## config.mk

```make
export PLATFORM = sky130hd
export DESIGN_NAME = voice_mixer
export DESIGN_NICKNAME = d
export VERILOG_FILES = /design/src/rtl/voice_mixer.sv
export SDC_FILE = /design/constraint.sdc
export NUM_CORES = 1
export LEC_CHECK = 0
export ABC_AREA = 1
export ABC_CLOCK_PERIOD_IN_PS = 7400
export CORE_MARGIN = 4
export CORE_UTILIZATION = 55
export CTS_CLUSTER_SIZE = 10
export DETAILED_ROUTE_END_ITERATION = 10
export MAX_ROUTING_LAYER = met4
export PLACE_DENSITY = 0.84
export SYNTH_ARGS = -nofsm -noshare
export SYNTH_HDL_FRONTEND = slang
export SYNTH_SLANG_ARGS = --single-unit
```

## constraint.sdc

```tcl
create_clock -name clk -period 7.4 [get_ports clk]
set_input_delay 1.11 -clock clk [delete_from_list [all_inputs] [get_ports clk]]
set_output_delay 1.11 -clock clk [all_outputs]
set_load 0.1 [all_outputs]
```

## src/rtl/voice_mixer.sv

```systemverilog
// Polls each synth voice once per sample tick, sums, applies master volume and saturates.
// Optional MIXER_SOFT_MUTE_EN: effective volume ramps by 1 per mix toward its target.
module voice_mixer #(
    parameter int unsigned NUM_VOICES = 8,
    parameter int unsigned SAMPLE_W   = 16,
    parameter int unsigned VOL_W      = 8
) (
    input  logic                          clk,
    input  logic                          reset,
    input  logic                          sample_tick,
    output logic                          voice_req,
    output logic [$clog2(NUM_VOICES)-1:0] voice_idx,
    input  logic                          voice_valid,
    input  logic [SAMPLE_W-1:0]           voice_sample,
    input  logic                          voice_active,
    input  logic [VOL_W-1:0]              master_vol,
    input  logic                          mute,
    input  logic                          clear_flags,
    output logic [SAMPLE_W-1:0]           mix_out,
    output logic                          mix_valid,
    output logic                          busy,
    output logic                          clip,
    output logic                          overrun
);

    localparam int unsigned IDX_W  = $clog2(NUM_VOICES);
    localparam int unsigned ACC_W  = SAMPLE_W + IDX_W;
    localparam int unsigned PROD_W = ACC_W + VOL_W + 1;
    localparam int unsigned SH_W   = PROD_W - VOL_W;

    localparam logic [IDX_W-1:0]       LastIdx = IDX_W'(NUM_VOICES - 1);
    localparam logic signed [SH_W-1:0] SatMax  = SH_W'((1 << (SAMPLE_W - 1)) - 1);
    localparam logic signed [SH_W-1:0] SatMin  = ~SatMax;

    typedef enum logic [2:0] {StIdle, StReq, StScale, StSat, StOut} state_e;

    state_e                     state_q, state_d;
    logic [IDX_W-1:0]           idx_q, idx_d;
    logic                       req_q, req_d;
    logic signed [ACC_W-1:0]    acc_q, acc_d;
    logic signed [SH_W-1:0]     prod_q, prod_d;
    logic [SAMPLE_W-1:0]        mix_out_q, mix_out_d;
    logic                       mix_valid_q, mix_valid_d;
    logic                       busy_q, busy_d;
    logic                       clip_q, clip_d;
    logic                       overrun_q, overrun_d;
    logic [VOL_W-1:0]           eff_vol;
    logic signed [PROD_W-1:0]   prod_full;
    logic signed [SH_W-1:0]     shifted;
    logic                       unused_prod_lsb;

`ifdef MIXER_SOFT_MUTE_EN
    logic [VOL_W-1:0] vol_q, vol_d;
    logic [VOL_W-1:0] vol_target;
    assign vol_target = mute ? '0 : master_vol;
    assign eff_vol    = vol_q;
`else
    assign eff_vol = mute ? '0 : master_vol;
`endif

    // Unsigned volume is zero-extended so the product stays a signed multiply.
    assign prod_full = $signed({{(PROD_W - ACC_W){acc_q[ACC_W-1]}}, acc_q})
                     * $signed({{(PROD_W - VOL_W){1'b0}}, eff_vol});
    assign unused_prod_lsb = ^prod_full[VOL_W-1:0];
    assign shifted = prod_q;

    always_comb begin
        state_d     = state_q;
        idx_d       = idx_q;
        req_d       = req_q;
        acc_d       = acc_q;
        prod_d      = prod_q;
        mix_out_d   = mix_out_q;
        mix_valid_d = 1'b0;
        clip_d      = clear_flags ? 1'b0 : clip_q;
        overrun_d   = clear_flags ? 1'b0 : overrun_q;
`ifdef MIXER_SOFT_MUTE_EN
        vol_d       = vol_q;
`endif
        if (sample_tick && (state_q != StIdle)) begin
            overrun_d = 1'b1;
        end
        unique case (state_q)
            StIdle: begin
                if (sample_tick) begin
                    acc_d   = '0;
                    idx_d   = '0;
                    req_d   = 1'b1;
                    state_d = StReq;
                end
            end
            StReq: begin
                if (voice_valid) begin
                    if (voice_active) begin
                        acc_d = acc_q + $signed({{(ACC_W - SAMPLE_W){voice_sample[SAMPLE_W-1]}},
                                                 voice_sample});
                    end
                    if (idx_q == LastIdx) begin
                        req_d   = 1'b0;
                        state_d = StScale;
                    end else begin
                        idx_d = idx_q + 1'b1;
                    end
                end
            end
            StScale: begin
                // Keeping only the upper bits is the floor arithmetic shift by VOL_W.
                prod_d  = prod_full[PROD_W-1:VOL_W];
                state_d = StSat;
            end
            StSat: begin
                if (shifted > SatMax) begin
                    mix_out_d = SatMax[SAMPLE_W-1:0];
                    clip_d    = 1'b1;
                end else if (shifted < SatMin) begin
                    mix_out_d = SatMin[SAMPLE_W-1:0];
                    clip_d    = 1'b1;
                end else begin
                    mix_out_d = shifted[SAMPLE_W-1:0];
                end
                mix_valid_d = 1'b1;
                state_d     = StOut;
            end
            StOut: begin
`ifdef MIXER_SOFT_MUTE_EN
                if (vol_q < vol_target) begin
                    vol_d = vol_q + 1'b1;
                end else if (vol_q > vol_target) begin
                    vol_d = vol_q - 1'b1;
                end
`endif
                state_d = StIdle;
            end
            default: state_d = StIdle;
        endcase
        busy_d = (state_d != StIdle);
    end

    always_ff @(posedge clk) begin
        if (!reset) begin
            state_q     <= StIdle;
            idx_q       <= '0;
            req_q       <= 1'b0;
            acc_q       <= '0;
            prod_q      <= '0;
            mix_out_q   <= '0;
            mix_valid_q <= 1'b0;
            busy_q      <= 1'b0;
            clip_q      <= 1'b0;
            overrun_q   <= 1'b0;
`ifdef MIXER_SOFT_MUTE_EN
            vol_q       <= '0;
`endif
        end else begin
            state_q     <= state_d;
            idx_q       <= idx_d;
            req_q       <= req_d;
            acc_q       <= acc_d;
            prod_q      <= prod_d;
            mix_out_q   <= mix_out_d;
            mix_valid_q <= mix_valid_d;
            busy_q      <= busy_d;
            clip_q      <= clip_d;
            overrun_q   <= overrun_d;
`ifdef MIXER_SOFT_MUTE_EN
            vol_q       <= vol_d;
`endif
        end
    end

    assign voice_req = req_q;
    assign voice_idx = idx_q;
    assign mix_out   = mix_out_q;
    assign mix_valid = mix_valid_q;
    assign busy      = busy_q;
    assign clip      = clip_q;
    assign overrun   = overrun_q;

endmodule

```

; After elaboration in Yosys (flattened, before gate mapping)
; Cells that the tools add are included.
[classes]
n_reduce_logical = 9
n_addsub = 2
n_eq_ne = 9
n_mux = 26
mul = 1
n_lt_le_gt_ge = 2
[ops]
columns = op, count
row1 = 2-to-1 mux 19 bit, 3
row2 = one-hot mux 19 bit (2 select lines), 1
row3 = 2-to-1 mux 16 bit, 2
row4 = multiplier 19 x 9 -> 28 bit, 1
row5 = "greater-than comparator 20 x 16 -> 1 bit, second input constant", 1
row6 = "< comparator 20 x 16 -> 1 bit, second input constant", 1
row7 = adder 19 x 16 -> 19 bit, 1
row8 = 2-to-1 mux 3 bit, 6
row9 = one-hot mux 3 bit (4 select lines), 1
row10 = AND reduction 4 bit, 3
row11 = 2-to-1 mux 1 bit, 10
row12 = "!= test 2 bit, second input constant", 5
row13 = 2-to-1 mux 8 bit, 1
row14 = "== test 3 x 2 -> 1 bit, second input constant", 2
row15 = one-hot mux 3 bit (2 select lines), 1
row16 = nonzero test 3 bit, 2
row17 = nonzero test 2 bit, 2
row18 = "adder 3 x 1 -> 3 bit, second input constant", 1
row19 = "== test 3 x 1 -> 1 bit, second input constant", 1
row20 = "== test 3 bit, second input constant", 1
row21 = zero test 3 bit, 1
row22 = one-hot mux 1 bit (2 select lines), 1
row23 = logical AND 1 bit, 1
[word_totals]
register_bits = 66
inputBits = 31

; Logic depth before layout (Yosys ltp)
[depth]
word_depth = 5
ltp_mapped = 26
depth_no_buf = 25

; Worst setup path after synthesis
; No wires, ideal clock.
[synth_path]
kind = input port to flip-flop
start = input port mute
end = register prod_q[5]
setup_slack_ps = 2118
n_path_buf = 1
required_ps = 7291
t_arrival_ps = 5173
path_stages = 22
cell_sequence = inv_4 nand2_1 inv_1 clkbuf_1 nand2_1 fa_1 inv_1 fa_1 fa_1 inv_1 fa_1 inv_1 ha_1 nand2_1 inv_1 a21oi_1 o21ai_1 or2_1 a21oi_1 o21ai_0 nand2_1 inv_1
[synth_between]
elab_chain_cells = 2
[synth_rtl]
columns = element, line_no
row1 = from (decl), 17  ; input logic mute,
row2 = 2-to-1 mux 8 bit, 58  ; assign eff_vol = mute ? '0 : master_vol;
row3 = multiplier 19 x 9 -> 28 bit, 63  ; * $signed({{(PROD_W - VOL_W){1'b0}}, eff_vol});
row4 = to (signal assigned), 159  ; prod_q <= prod_d;
row5 = to (decl), 41  ; logic signed [SH_W-1:0] prod_q, prod_d;
; No other way between the ends.
; A chain may end at the register's enable or synchronous reset.

; Final worst setup path
[layout_path]
start = input port mute
end = register prod_q[6]
; Same word-level chain as after synthesis.

==> results.tsv <==
stage	metric	value	unit
status	status	finished clean	
clock_network	clock buffer count from CTS	9	
routing	DRC Markers	0	
die	Boundary Pins	55	
routing	Antenna Nets Post-Route	0	
synth	dominant cells by area after synthesis	fa_1 (26%), dfxtp_1 (15%), inv_1 (11%)	
final_layout	Layout area overhead	11.46	%
clock_network	CTS Hold Bufs	0	
synth	Syn Inst Count	1262	
grt	first-pass GRT wire length	40230	um
min_path	min-delay worst type	register to register	
sta	RSZ-0062 raised after global routing	no	
final_layout	fill count	1464	
clock_network	# H-tree levels	3	
routing	Vias	8277	
power	Comb pwr share	0.234	
clock_network	total of cells resized after clock tree synthesis	0	
grt	grt total ovfl	0	
sta	setup violators final	0	
sta	Final Max Slew Viols	0	
die	Starting Density	0.5655	
synth	Synth Warn #	0	
routing	final WL	23740	um
grt	Global Route Usage Sum	0.2791	
clock_network	CTS Root Cell	clkbuf_16	
clock_network	TritonCTS clock tree	yes	
setup_path	crit-path max FO	14	
setup_path	critical path type	primary input to register	
sta	Fin Clk Skew	0.01108	ns
final_layout	Nets	1530	
final_layout	# diodes	0	
synth	Mapped Area	9081	sq um
setup_path	Startpoint Class	primary input	
routing	wire length per cell	15.54	um
synth	Syn Nets	1485	
sta	Final period util	0.8433	
setup_path	worst flop-to-flop path startpoint	acc_q[18]$_SDFFE_PN0P_	
final_layout	Non-Filler Instances	1528	
clock_network	Clock Sink Count	66	
sta	Max Clk Rate	160.3	MHz
placement	port bufs	54	
power	Seq pwr share	0.349	
die	Die X	136.5	um
flow_run	maxcap violations	0	
synth	async set or reset register ratio after synthesis	0	
min_path	WHS Path Cells	2	
power	Psw	354.2	uW
power	Power Dens Cells	105.9	nW/um^2
setup_path	r2r setup slk	2.52	ns
placement	Setup WS pre-CTS	0.8852	ns
min_path	hold path startpoint	mix_out[4]$_SDFFE_PN0P_	
power	Clk pwr share	0.417	
sta	final hold violations	0	
die	Rows	46	
synth	area leader, netlist	fa_1	
placement	Post-DP HPWL	19430	um
setup_path	critical path arrival	6.49	ns
clock_network	Worst-Skew Late Latency	0.35	ns
grt	largest net degree at the start of global routing	37	
clock_network	clock tree buffer depth	2	
die	core area	16060	sq um
placement	dpl cells	1512	
power	Total Power	1.072	mW
synth	top-area cell type share of the netlist area	0.2645	
synth	flops & latches, synth	66	
routing	DR iter-0 viols	602	
setup_path	worst r2r path cells	19	
power	internal power	717.7	uW
power	Max VDD drop	0.1144	mV
clock_network	Post-CTS Setup Repair Bufs	0	
final_layout	layout cells sized above 1	0.04954	
die	chip height	136.5	um
sta	slew at the pin closest to its max-slew limit	1.034	ns
setup_path	R2R Path End	prod_q[15]$_SDFFE_PN0N_	
synth	EDFF count, synth	0	
sta	fin worst setup slack	1.160	ns
min_path	hold endpoint	mix_out[4]$_SDFFE_PN0P_	
die	die area	18630	sq um
sta	Tmin final	6.240	ns
final_layout	Core Util, Final	0.6304	
synth	sequential area share after synthesis	0.1455	
clock_network	clock slew at reported path FFs	0.07	ns
routing	Via-to-Cell Ratio	5.417	
setup_path	Critical Path RT	7.65	ns
synth	Avg Inst Size Synth	7.196	sq um
grt	initial antenna violation count	0	
sta	Worst slew margin	0.3085	
routing	DR pass1 iterations	7	
synth	Yosys cell types	44	
power	Switching Share	0.3305	
placement	GP Congestion	0.9766	
synth	Main synth FF type	dfxtp_1	
power	LEAKAGE	4.936	nW
grt	number of global-route vias before repair	8203	
setup_path	critical path capture point type	register	
sta	Fin Setup TNS	0	ns
## metrics by stage
stage | cell area [sq um] | hold slack [ns]
finish | 10120 | 0.4627
global route | 10120 | 0.4829
CTS | 10120 | 0.4641
detailed placement | 9817 | 0.4555
global placement | 9817 | 0.4548
floorplan | 9081 | 0.4543
## area by class of cell
| type | count | area [sq um] | area share |
|---|---|---|---|
| timing repair buffer | 57 | 563.0 | 0.05562 |
| sequential | 66 | 1321 | 0.1305 |
| multi-input combinational | 897 | 6623 | 0.6543 |
| clock buffer | 10 | 239.0 | 0.02361 |
| inverter | 276 | 1040 | 0.1027 |
| tap | 216 | 270.3 | 0.02670 |
| clock inverter | 6 | 66.31 | 0.006551 |
## cells in the mapped netlist (7+ instances only)
library cell,instances
dfxtp_1,66
ha_1,72
nand3_1,52
nand4_1,8
nor3_1,11
nand3_2,7
nor2_1,158
a21oi_2,7
fa_1,120
o21a_1,7
nand2_1,244
a21oi_1,87
clkbuf_1,18
xor2_1,7
inv_1,268
o21ai_0,51
nand2_2,7
o21bai_1,11
## flip-flops by register name, indices dropped and copies added, names as in the netlist
name / cells
overrun: 1
prod_q: 20
voice_req: 1
clip: 1
mix_valid: 1
busy: 1
acc_q: 19
mix_out: 16
state_q: 3
voice_idx: 3
## layer usage
| layer | track usage | vias up | part of all wire |
|---|---|---|---|
| met2 | 0.4315 | 298 | 0.46 |
| li1 | - | 3981 | - |
| met3 | 0.04522 | 55 | 0.073 |
| met1 | 0.3793 | 3943 | 0.44 |
| met4 | 0.08679 | 0 | 0.028 |
| met5 | - | - | 0 |
## placed cells by master, fill, tap and decap left out, types with 2 or more instances in the layout
cell	netlist	routed
ha_1	72	72
buf_4	1	3
clkbuf_16	0	9
xor2_1	7	7
o21a_1	7	7
or2_1	2	2
nand2_1	244	244
xnor2_1	5	5
nor2_4	3	3
inv_2	5	5
o21ai_2	2	2
a21oi_1	87	87
a21oi_2	7	7
nand2_2	7	7
nand3b_1	5	5
nand2_4	3	3
nor2_1	158	157
o211ai_1	3	3
a31oi_1	4	4
clkinvlp_4	0	3
fa_1	120	120
inv_1	268	268
nor4_2	2	2
or2_2	2	2
nand4_1	8	8
o21ai_1	5	5
nor2_2	4	5
dfxtp_1	66	66
nor3_1	11	11
nand3_2	7	7
clkdlybuf4s50_1	0	54
o21bai_1	11	11
a21o_1	3	3
clkinv_2	1	2
o21ai_0	51	51
nand3_1	52	52
## kinds of logic after synthesis
group                      after synthesis  share of synthesized area
xor gates and xnor gates                12                    0.01157
DFF                                     66                     0.1455
buffers and inverters                  299                     0.1255
AOI/OAI and AO/OA                      185                     0.1149
and+or+nand+nor                        508                     0.2388
adders and majority gates              192                     0.3637
## worst max-delay path, stage by stage
cell	delay [ns]
clkdlybuf4s50_1	0.44
inv_4	0.14
nand2_1	0.38
inv_1	0.34
nand2_1	0.12
fa_1	0.55
inv_1	0.05
fa_1	0.50
fa_1	0.61
inv_1	0.08
fa_1	0.55
inv_1	0.04
ha_1	0.33
nand2_1	0.18
inv_1	0.08
a21oi_1	0.22
nand2_1	0.22
nand2_1	0.13
nand2_1	0.09
nand2_1	0.07
nand2_1	0.05
o21bai_1	0.13
inv_1	0.05
## worst max-delay path by stage
stage / start / to / slack [ns] / depth (start not counted)
finish: mute / prod_q[6]$_SDFFE_PN0N_ / 1.16 / 23
CTS: mute / prod_q[15]$_SDFFE_PN0N_ / 1.23 / 21
floorplan: mute / prod_q[5]$_SDFFE_PN0N_ / 2.12 / 22
detailed placement: mute / prod_q[15]$_SDFFE_PN0N_ / 0.89 / 21
global route: mute / prod_q[6]$_SDFFE_PN0N_ / 0.82 / 23
global placement: mute / prod_q[15]$_SDFFE_PN0N_ / 0.88 / 21
## power by group through the flow
stage / clock network [mW] / logic [mW] / registers, mW
2_1_floorplan: 0 / 0.163 / 0.390
4_1_cts: 0.452 / 0.251 / 0.374
3_3_place_gp: 0 / 0.245 / 0.382
6_report: 0.447 / 0.251 / 0.374
5_1_grt: 0.464 / 0.282 / 0.375
3_5_place_dp: 0 / 0.249 / 0.382
Note: power is estimated with default switching activity, not from simulation.
